<file path="config.mk">
export PLATFORM = sky130hd
export DESIGN_NAME = dmem_arbiter_flat
export DESIGN_NICKNAME = d
export VERILOG_FILES = /design/src/rtl/dmem_pkg.sv /design/src/rtl/dmem_arbiter_if.sv /design/src/rtl/rr_arbiter2.sv /design/src/rtl/dmem_arbiter.sv /design/src/flat_wrapper.sv
export SDC_FILE = /design/constraint.sdc
export NUM_CORES = 1
export LEC_CHECK = 0
export ABC_CLOCK_PERIOD_IN_PS = 3200
export BUFFER_PORTS_ARGS = -buffer_cell sky130_fd_sc_hd__buf_4
export CAP_MARGIN = 10
export CORE_MARGIN = 2
export CORE_UTILIZATION = 49
export CTS_CLUSTER_DIAMETER = 60
export CTS_CLUSTER_SIZE = 8
export DETAILED_ROUTE_END_ITERATION = 8
export PLACE_DENSITY = 0.9
export SLEW_MARGIN = 20
export SYNTH_ARGS = -nofsm -noshare
export SYNTH_HDL_FRONTEND = slang
export SYNTH_SLANG_ARGS = --single-unit
</file>
<file path="constraint.sdc">
create_clock -name clk -period 3.2 [get_ports clk]
set_clock_uncertainty 0.15 [all_clocks]
set_input_delay 0.16 -clock clk [delete_from_list [all_inputs] [get_ports clk]]
set_output_delay 0.16 -clock clk [all_outputs]
set_load 0.05 [all_outputs]
</file>
<file path="src/rtl/dmem_pkg.sv">
// Shared types and constants for the dual-port byte-serial data-memory arbiter.
package dmem_pkg;

  typedef enum logic [1:0] {
    IDLE = 2'd0,
    XFER = 2'd1,
    RESP = 2'd2
  } state_e;

  localparam int BYTES_PER_WORD    = 8;
  localparam int MEM_DEPTH_DEFAULT = 128;

  // Big-endian byte select: idx 0 is bits [63:56].
  function automatic logic [7:0] word_byte(input logic [63:0] word, input logic [2:0] idx);
    logic [5:0] sh;
    sh = 6'd56 - {idx, 3'b000};
    return 8'(word >> sh);
  endfunction

endpackage

</file>
<file path="src/rtl/dmem_arbiter_if.sv">
// Requester-side bus of the data-memory arbiter: two ports sharing one response path.
interface dmem_arbiter_if;
  logic [1:0]  req;
  logic [1:0]  we;
  logic [63:0] addr0;
  logic [63:0] addr1;
  logic [63:0] wdata0;
  logic [63:0] wdata1;
  logic [1:0]  ack;
  logic [1:0]  err;
  logic [63:0] rdata;

  modport master (output req, we, addr0, addr1, wdata0, wdata1, input ack, err, rdata);
  modport slave  (input req, we, addr0, addr1, wdata0, wdata1, output ack, err, rdata);
endinterface

</file>
<file path="src/rtl/rr_arbiter2.sv">
// Two-way round-robin grant: on contention the port not granted last wins.
module rr_arbiter2 (
  input  logic [1:0] req,
  input  logic       last_grant,
  output logic [1:0] gnt
);

  // Combinational one-hot grant selection
  always_comb begin
    gnt = 2'b00;
    case (req)
      2'b11:   gnt = last_grant ? 2'b01 : 2'b10;
      2'b01:   gnt = 2'b01;
      2'b10:   gnt = 2'b10;
      default: gnt = 2'b00;
    endcase
  end

endmodule

</file>
<file path="src/rtl/dmem_arbiter.sv">
// Arbitrates two requesters onto a byte-wide data memory, moving one 64-bit word
// as eight big-endian byte cycles with fixed latency.
module dmem_arbiter
  import dmem_pkg::*;
#(
  parameter int MEM_DEPTH = MEM_DEPTH_DEFAULT,
  parameter int AW        = 7
) (
  input  logic          clk,
  input  logic          reset,
  dmem_arbiter_if.slave bus,
  output logic [AW-1:0] mem_addr,
  output logic          mem_we,
  output logic [7:0]    mem_wdata,
  input  logic [7:0]    mem_rdata
);

  localparam logic [2:0] CNT_LAST = 3'(BYTES_PER_WORD - 1);

  state_e        state_q, state_d;
  logic [2:0]    cnt_q, cnt_d;
  logic          port_q, port_d;
  logic          we_q, we_d;
  logic [AW-1:0] base_q, base_d;
  logic [63:0]   wdata_q, wdata_d;
  logic [55:0]   rbuf_q, rbuf_d;
  logic [63:0]   rdata_q, rdata_d;
  logic [1:0]    ack_q, ack_d;
  logic [1:0]    err_q, err_d;
  logic [AW-1:0] mem_addr_q, mem_addr_d;
  logic          mem_we_q, mem_we_d;
  logic [7:0]    mem_wdata_q, mem_wdata_d;
  logic          last_grant_q, last_grant_d;

  logic [1:0]    gnt_s;
  logic [63:0]   sel_addr_s;
  logic [63:0]   sel_wdata_s;
  logic          sel_we_s;
  logic          legal_s;

  rr_arbiter2 u_rr (
    .req        (bus.req),
    .last_grant (last_grant_q),
    .gnt        (gnt_s)
  );

  assign sel_addr_s  = gnt_s[1] ? bus.addr1  : bus.addr0;
  assign sel_wdata_s = gnt_s[1] ? bus.wdata1 : bus.wdata0;
  assign sel_we_s    = gnt_s[1] ? bus.we[1]  : bus.we[0];
  // Word aligned and inside the memory; equivalent to addr[63:AW] == 0.
  assign legal_s     = (sel_addr_s[2:0] == 3'b000) && (sel_addr_s < 64'(MEM_DEPTH));

  // Next-state and next-output computation for the transfer FSM
  always_comb begin
    state_d      = state_q;
    cnt_d        = cnt_q;
    port_d       = port_q;
    we_d         = we_q;
    base_d       = base_q;
    wdata_d      = wdata_q;
    rbuf_d       = rbuf_q;
    rdata_d      = rdata_q;
    ack_d        = 2'b00;
    err_d        = 2'b00;
    mem_addr_d   = mem_addr_q;
    mem_we_d     = 1'b0;
    mem_wdata_d  = mem_wdata_q;
    last_grant_d = last_grant_q;
    case (state_q)
      IDLE: begin
        if (gnt_s != 2'b00) begin
          port_d       = gnt_s[1];
          last_grant_d = gnt_s[1];
          we_d         = sel_we_s;
          base_d       = sel_addr_s[AW-1:0];
          wdata_d      = sel_wdata_s;
          cnt_d        = 3'd0;
          if (legal_s) begin
            // Outputs are registered, so byte 0 is presented from the grant edge.
            state_d     = XFER;
            mem_we_d    = sel_we_s;
            mem_addr_d  = sel_addr_s[AW-1:0];
            mem_wdata_d = word_byte(sel_wdata_s, 3'd0);
          end else begin
            state_d = RESP;
            ack_d   = gnt_s;
            err_d   = gnt_s;
          end
        end else begin
          state_d = IDLE;
        end
      end
      XFER: begin
        rbuf_d = {rbuf_q[47:0], mem_rdata};
        if (cnt_q == CNT_LAST) begin
          state_d = RESP;
          cnt_d   = 3'd0;
          ack_d   = {port_q, ~port_q};
          if (!we_q) begin
            rdata_d = {rbuf_q, mem_rdata};
          end else begin
            rdata_d = rdata_q;
          end
        end else begin
          cnt_d       = cnt_q + 3'd1;
          mem_we_d    = we_q;
          mem_addr_d  = base_q + AW'({1'b0, cnt_q} + 4'd1);
          mem_wdata_d = word_byte(wdata_q, cnt_q + 3'd1);
        end
      end
      RESP: begin
        state_d = IDLE;
      end
      default: begin
        state_d = IDLE;
      end
    endcase
  end

  // State and registered-output flops with synchronous reset
  always_ff @(posedge clk) begin
    if (reset) begin
      state_q      <= IDLE;
      cnt_q        <= 3'd0;
      port_q       <= 1'b0;
      we_q         <= 1'b0;
      base_q       <= {AW{1'b0}};
      wdata_q      <= 64'd0;
      rbuf_q       <= 56'd0;
      rdata_q      <= 64'd0;
      ack_q        <= 2'b00;
      err_q        <= 2'b00;
      mem_addr_q   <= {AW{1'b0}};
      mem_we_q     <= 1'b0;
      mem_wdata_q  <= 8'd0;
      last_grant_q <= 1'b1;
    end else begin
      state_q      <= state_d;
      cnt_q        <= cnt_d;
      port_q       <= port_d;
      we_q         <= we_d;
      base_q       <= base_d;
      wdata_q      <= wdata_d;
      rbuf_q       <= rbuf_d;
      rdata_q      <= rdata_d;
      ack_q        <= ack_d;
      err_q        <= err_d;
      mem_addr_q   <= mem_addr_d;
      mem_we_q     <= mem_we_d;
      mem_wdata_q  <= mem_wdata_d;
      last_grant_q <= last_grant_d;
    end
  end

  assign bus.ack   = ack_q;
  assign bus.err   = err_q;
  assign bus.rdata = rdata_q;
  assign mem_addr  = mem_addr_q;
  assign mem_we    = mem_we_q;
  assign mem_wdata = mem_wdata_q;

endmodule

</file>
<file path="src/flat_wrapper.sv">
// flat-port wrapper written by rule: the top's interface ports become plain ports
module dmem_arbiter_flat import dmem_pkg::*;
#(
  parameter int MEM_DEPTH = MEM_DEPTH_DEFAULT,
  parameter int AW        = 7
)
  (clk, reset, mem_addr, mem_we, mem_wdata, mem_rdata, bus_req, bus_we, bus_addr0, bus_addr1, bus_wdata0, bus_wdata1, bus_ack, bus_err, bus_rdata);
  dmem_arbiter_if bus_i ();
  input  logic clk;
  input  logic reset;
  output logic [AW-1:0] mem_addr;
  output logic mem_we;
  output logic [7:0] mem_wdata;
  input  logic [7:0] mem_rdata;
  input wire logic [$bits(bus_i.req)-1:0] bus_req;
  input wire logic [$bits(bus_i.we)-1:0] bus_we;
  input wire logic [$bits(bus_i.addr0)-1:0] bus_addr0;
  input wire logic [$bits(bus_i.addr1)-1:0] bus_addr1;
  input wire logic [$bits(bus_i.wdata0)-1:0] bus_wdata0;
  input wire logic [$bits(bus_i.wdata1)-1:0] bus_wdata1;
  output wire logic [$bits(bus_i.ack)-1:0] bus_ack;
  output wire logic [$bits(bus_i.err)-1:0] bus_err;
  output wire logic [$bits(bus_i.rdata)-1:0] bus_rdata;
  assign bus_i.req = bus_req;
  assign bus_i.we = bus_we;
  assign bus_i.addr0 = bus_addr0;
  assign bus_i.addr1 = bus_addr1;
  assign bus_i.wdata0 = bus_wdata0;
  assign bus_i.wdata1 = bus_wdata1;
  assign bus_ack = bus_i.ack;
  assign bus_err = bus_i.err;
  assign bus_rdata = bus_i.rdata;
  dmem_arbiter #(.MEM_DEPTH(MEM_DEPTH), .AW(AW)) u_core (.clk(clk), .reset(reset), .bus(bus_i), .mem_addr(mem_addr), .mem_we(mem_we), .mem_wdata(mem_wdata), .mem_rdata(mem_rdata));
endmodule
</file>
# == Word-level counts from Yosys, hierarchy flattened ==
# Cells that the tools add are included.
# totals
reg_bits,219
in_bits,270
output_inout_bits,84
wordCells,70
# classes
addsub,4
order_cmp,1
n_eq_ne,9
shifts,1
n_mux,28
n_bitwise,3
reduce_logical,10
# op_table
op,count
two-way mux 64 bit,2
"< comparator 64 x 8 -> 1 bit, second input constant",1
>> shifter 64 x 6 -> 8 bit,1
two-way mux 8 bit,3
two-way mux 7 bit,3
one-hot mux 8 bit (2 select lines),1
two-way mux 2 bit,7
one-hot mux 7 bit (2 select lines),1
one-hot mux 2 bit (2 select lines),2
adder 7 bit,1
two-way mux 3 bit,2
"inequality test 2 x 1 -> 1 bit, second input constant",3
one-hot mux 2 bit (3 select lines),1
one-hot mux 3 bit (2 select lines),1
"subtractor 6 bit, first input constant",1
"adder 3 x 1 -> 4 bit, second input constant",1
"== test 2 x 1 -> 1 bit, second input constant",2
"== test 2 bit, second input constant",2
two-way mux 1 bit,4
AND reduction 2 bit,2
AND reduction 4 bit,1
nonzero test 2 bit,2
"adder 3 x 1 -> 3 bit, second input constant",1
"== test 3 bit, second input constant",1
other kinds (8),10

# == Longest topological paths before layout ==
# depth
word_depth,8
depth_mapped,10
ltp_nobuf,9

# == Hierarchy ==
# From an unflattened synthesis, not the netlist that was laid out.
# hier_totals
hier_cells,1094
hier_area_um2,9352.7
# by_module_without_submodules
mod,n_inst,cells_per_inst,area_per_inst_um2,seq_area_each_um2
dmem_arbiter,1,1091,9334.0,4384.2
rr_arbiter2,1,3,18.8,0.0

# == Worst setup path before layout ==
# OpenSTA, ideal clock, no wires.
# synth_path
kind,reg2reg
start,reg u_core.cnt_q[0]
end,"reg u_core.mem_addr_q[4], in the netlist u_core.mem_addr[4]"
setup_time_ns,0.072
arrival_time_ns,2.119
required_time_ns,2.978
setup_slack_ns,0.860
stages_incl_launch_ff,11
path_buffers,1
period_less_slack_ns,2.340
cell_sequence,dfxtp_1 buf_2 inv_1 ha_1 fa_1 a21o_1 a21oi_1 xnor2_1 nor2_1 a211o_1 mux2i_1
# synth_via
elab_chain_cells,4
word_cells_on_any_way,7
classes_between,2 x add/sub; 2 x eq/ne; 2 x mux; 1 x reduce/logical
# synth_rtl
element,line,text
start: declaration,dmem_arbiter.sv:21,"logic [2:0] cnt_q, cnt_d;"
start signal: assignment,dmem_arbiter.sv:139,cnt_q <= cnt_d;
adder 3 x 1 -> 4 bit,dmem_arbiter.sv:107,"mem_addr_d = base_q + AW'({1'b0, cnt_q} + 4'd1);"
adder 7 bit,dmem_arbiter.sv:107,
two-way mux 7 bit,dmem_arbiter.sv:95,if (cnt_q == CNT_LAST) begin
one-hot mux 7 bit (2 select lines),dmem_arbiter.sv:69,case (state_q)
end signal: assignment,dmem_arbiter.sv:133,mem_addr_q <= {AW{1'b0}};
end signal: assignment,dmem_arbiter.sv:148,mem_addr_q <= mem_addr_d;
end: declaration,dmem_arbiter.sv:30,"logic [AW-1:0] mem_addr_q, mem_addr_d;"
# Parallel ways exist; a longest one is shown, timed or not. The select of a mux whose other input is x is not followed.
# A chain may end at the register's enable or synchronous reset.

# == Worst setup path after layout ==
# layout_path
start,reg u_core.last_grant_q
end,reg u_core.wdata_q[63]
# layout_via
elab_chain_cells,4
word_cells_on_any_way,5
classes_between,3 x mux; 2 x reduce/logical
# layout_rtl
element,line,text
start: declaration,dmem_arbiter.sv:33,"logic last_grant_q, last_grant_d;"
start signal: assignment,dmem_arbiter.sv:151,last_grant_q <= last_grant_d;
two-way mux 2 bit *,rr_arbiter2.sv:12,2'b11: gnt = last_grant ? 2'b01 : 2'b10;
one-hot mux 2 bit (3 select lines) *,rr_arbiter2.sv:11,case (req)
nonzero test 2 bit,dmem_arbiter.sv:71,if (gnt_s != 2'b00) begin
AND reduction 2 bit (no source line),-,
end signal: assignment,dmem_arbiter.sv:143,wdata_q <= wdata_d;
end: declaration,dmem_arbiter.sv:25,"logic [63:0] wdata_q, wdata_d;"
# Every way passes the cells marked *; elsewhere a longest branch is shown, timed or not.

==> results.py <==
metrics = {
    "run_status": {
        "status": "finished clean",
    },
    "place": {
        "place_ws_ns": 0.616,
        "post_dp_cell_area_um2": 12100,
        "io_buffers": 353,
        "dp_hpwl_mm": 20.4,
        "gp_congestion": 0.875,
    },
    "final_layout": {
        "syn_to_final_growth_pct": 55.0,
        "antennaDiodeCount": 0,
        "layout-drive-gt1-share_pct": 26.7,
        "regArea_um2": 4380,
        "design_area_um2": 14400,
        "finalNetCount": 1877,
        "nFillCells": 1075,
        "multi_input_area_um2": 4600,
    },
    "sta": {
        "drv_slew": 0,
        "worst_pin_slew_ns": 1.15,
        "whs_ns": 0.0245,
        "hold_violations": 0,
        "setup_violations": 0,
        "period_needed_ns": 3.04,
        "min_period_over_period_pct": 94.9,
        "rsz0062_at_grt": "no",
        "timing.final.ws_setup_ns": 0.164,
        "tns_ns": 0,
        "fmax_ghz": 0.329,
        "slew_headroom_pct": 23.1,
    },
    "yosys": {
        "synth_top_cell_area_share_pct": 47.1,
        "synth_area_leaders": "dfxtp_1 (47%), nand2_1 (14%), a21oi_1 (6.9%), a311oi_1 (5.3%), mux4_2 (3.9%)",
        "avgSynthCellArea_um2": 8.19,
        "async_flop_share_pct": 0,
        "synth_enable_flop_cells": 0,
        "seq_area_frac_synth_pct": 47.1,
        "ys.flop_type": "dfxtp_1",
        "synth_top_area_cell": "dfxtp_1",
        "yosysUniqueCellTypes": 38,
        "yosysWarnings": 0,
        "synthTopCellsByCount": "nand2_1 (357), dfxtp_1 (219), a21oi_1 (129), nor2_1 (90), clkbuf_1 (68)",
        "ys_ff_latch": 219,
        "syn-cell-area_um2": 9320,
        "synth_most_common_cell": "nand2_1",
        "syn_inst": 1137,
        "syn_nets": 1414,
    },
    "power": {
        "p_per_area_nw_per_um2": 480,
        "power_frac_seq_pct": 42.4,
        "p_leak_nw": 6.09,
        "vdd_ir_drop_max_uv": 331,
        "total_switching_power_w": 0.00173,
        "intPower_w": 0.00520,
        "combPwrFrac_pct": 15.4,
        "sw_frac_of_total_pct": 25.0,
        "clkPwrFrac_pct": 42.2,
    },
    "route": {
        "initialDrtViolationCount": 1002,
        "wire_per_inst_um": 20.2,
        "vias_per_cell": 5.90,
        "drc": 0,
        "postRouteWirelength_mm": 37.1,
        "postRouteAntennaNets": 0,
        "firstDrtPassIters": 6,
        "vias": 10800,
    },
    "clocking": {
        "cts.clk_slew.worst_paths_ns": 0.06,
        "cts_tree": "done",
        "clock-sinks": 219,
        "postCtsSetupBuffers": 0,
        "cts-buffers-inserted": 31,
        "cts_buffer_depth": 3,
        "clk_latency_ns": 0.55,
        "root_buffer": "clkbuf_16",
        "cts.htree.levels": 1,
    },
    "grt": {
        "grt_use_total_pct": 34.9,
        "grt_pass1_wl_mm": 55.9,
        "antenna_found_initial": 0,
        "overflow": 0,
        "grt_pass1_vias": 10900,
        "grt_max_degree": 151,
    },
    "floorplan": {
        "initial_utilization_pct": 49.8,
        "die_w_um": 142,
        "design.core.area_um2": 18700,
        "chipHeight_um": 142,
        "num_rows": 50,
        "io_pins": 354,
        "dieArea_um2": 20100,
    },
    "min_path": {
        "hp-class": "in -> reg",
    },
    "setup_path": {
        "r2r_slack_ns": 0.16,
        "worstSetupPathType": "reg -> reg",
        "cp_max_fo": 39,
        "critPathArrivalTime_ns": 3.26,
        "required_ns": 3.42,
        "crit_path_end_kind": "flop",
        "start_kind": "flop",
    },
    "job": {
        "cap_violations": 0,
    },
}
timing repair:
action	4_1_cts	5_1_grt
hold endpoints to repair	90	0
endpoints found under the setup margin	0	1
gates resized for setup	0	0
hold buffers	154	0
final timing paths:
kind / startpoint / end / depth (start not counted)
worst max-delay path: u_core.last_grant_q$_SDFFE_PP1P_ / u_core.wdata_q[63]$_SDFFE_PP0P_ / 5
worst min register to register: u_core.bus.rdata[42]$_SDFFE_PP0P_ / u_core.bus.rdata[42]$_SDFFE_PP0P_ / 2
worst min-delay path: bus_addr0[3] / u_core.mem_addr[3]$_SDFFE_PP0P_ / 4
worst max register to register: u_core.last_grant_q$_SDFFE_PP1P_ / u_core.wdata_q[63]$_SDFFE_PP0P_ / 5
final cells by class:
type                            instances  share of cell area, %
Inverter                                2                 0.0520
Multi-Input combinational cell        825                   31.9
Tap cell                              234                   2.03
Sequential cell                       219                   30.4
Clock inverter                          2                  0.346
Clock buffer                           32                   5.40
Timing Repair Buffer                  521                   29.9
routing by layer:
| layer | vias up | global-route usage (%) | part of all wire [%] |
|---|---|---|---|
| li1 | 4844 | - | - |
| met1 | 4972 | 39.9 | 36 |
| met2 | 801 | 60.9 | 48 |
| met3 | 210 | 6.51 | 9.6 |
| met4 | 0 | 20.9 | 6.8 |
| met5 | - | 0 | 0 |
worst max-delay path, stage by stage (launching register included):
cell and delay, ns:
dfxtp_1 0.43, a21bo_4 0.53, buf_4 0.52, mux2i_1 0.45, dlygate4sd3_1 0.65, a211oi_1 0.08
power groups by stage:
stage | combinational [W] | clock (W) | sequential (W)
6_report | 0.00107 | 0.00293 | 0.00294
5_1_grt | 0.00112 | 0.00303 | 0.00294
4_1_cts | 0.000978 | 0.00289 | 0.00292
3_5_place_dp | 0.000761 | 0 | 0.00297
3_3_place_gp | 0.000746 | 0 | 0.00297
2_1_floorplan | 0.000381 | 0 | 0.00295
sequential cells by signal, summed over array words and instances, names as in the netlist, 2 cells and up:
name	cells
u_core.bus.ack	2
u_core.cnt_q	3
u_core.bus.err	2
u_core.state_q	2
u_core.base_q	7
u_core.mem_wdata	8
u_core.mem_addr	7
u_core.wdata_q	64
u_core.rbuf_q	56
u_core.bus.rdata	64
metrics by stage:
| stage | cells | utilization, % | power (W) |
|---|---|---|---|
| floorplan | 1137 | - | 0.00333 |
| global placement | 1646 | 64.5 | 0.00371 |
| detailed placement | 1646 | 64.5 | 0.00373 |
| CTS | 1834 | 77.2 | 0.00679 |
| global route | 1835 | 77.2 | 0.00709 |
| finish | 1835 | 77.2 | 0.00694 |
cell families after synthesis:
logic type      count (synthesis)  share of synthesized area (%)
mux                            47                           7.20
xor+xnor                        5                          0.470
buf+inv                        94                           4.11
simple gates                  526                           23.2
flops                         219                           47.1
fa+ha+maj                       7                           1.02
compound gates                239                           17.0
cells in the final DEF (no fill, tap or decap), types with 16 or more instances in the layout:
cell type	synthesis	final
nand2b_1	18	17
a311oi_1	56	56
mux2i_1	31	31
nor2_1	90	89
buf_4	0	364
a211oi_1	25	25
nor4_1	29	29
dfxtp_1	219	219
nand2_1	357	357
a21oi_1	129	129
mux4_2	16	16
dlygate4sd3_1	0	154
clkbuf_16	0	31
No activity file was read; power rests on OpenSTA's default activity.
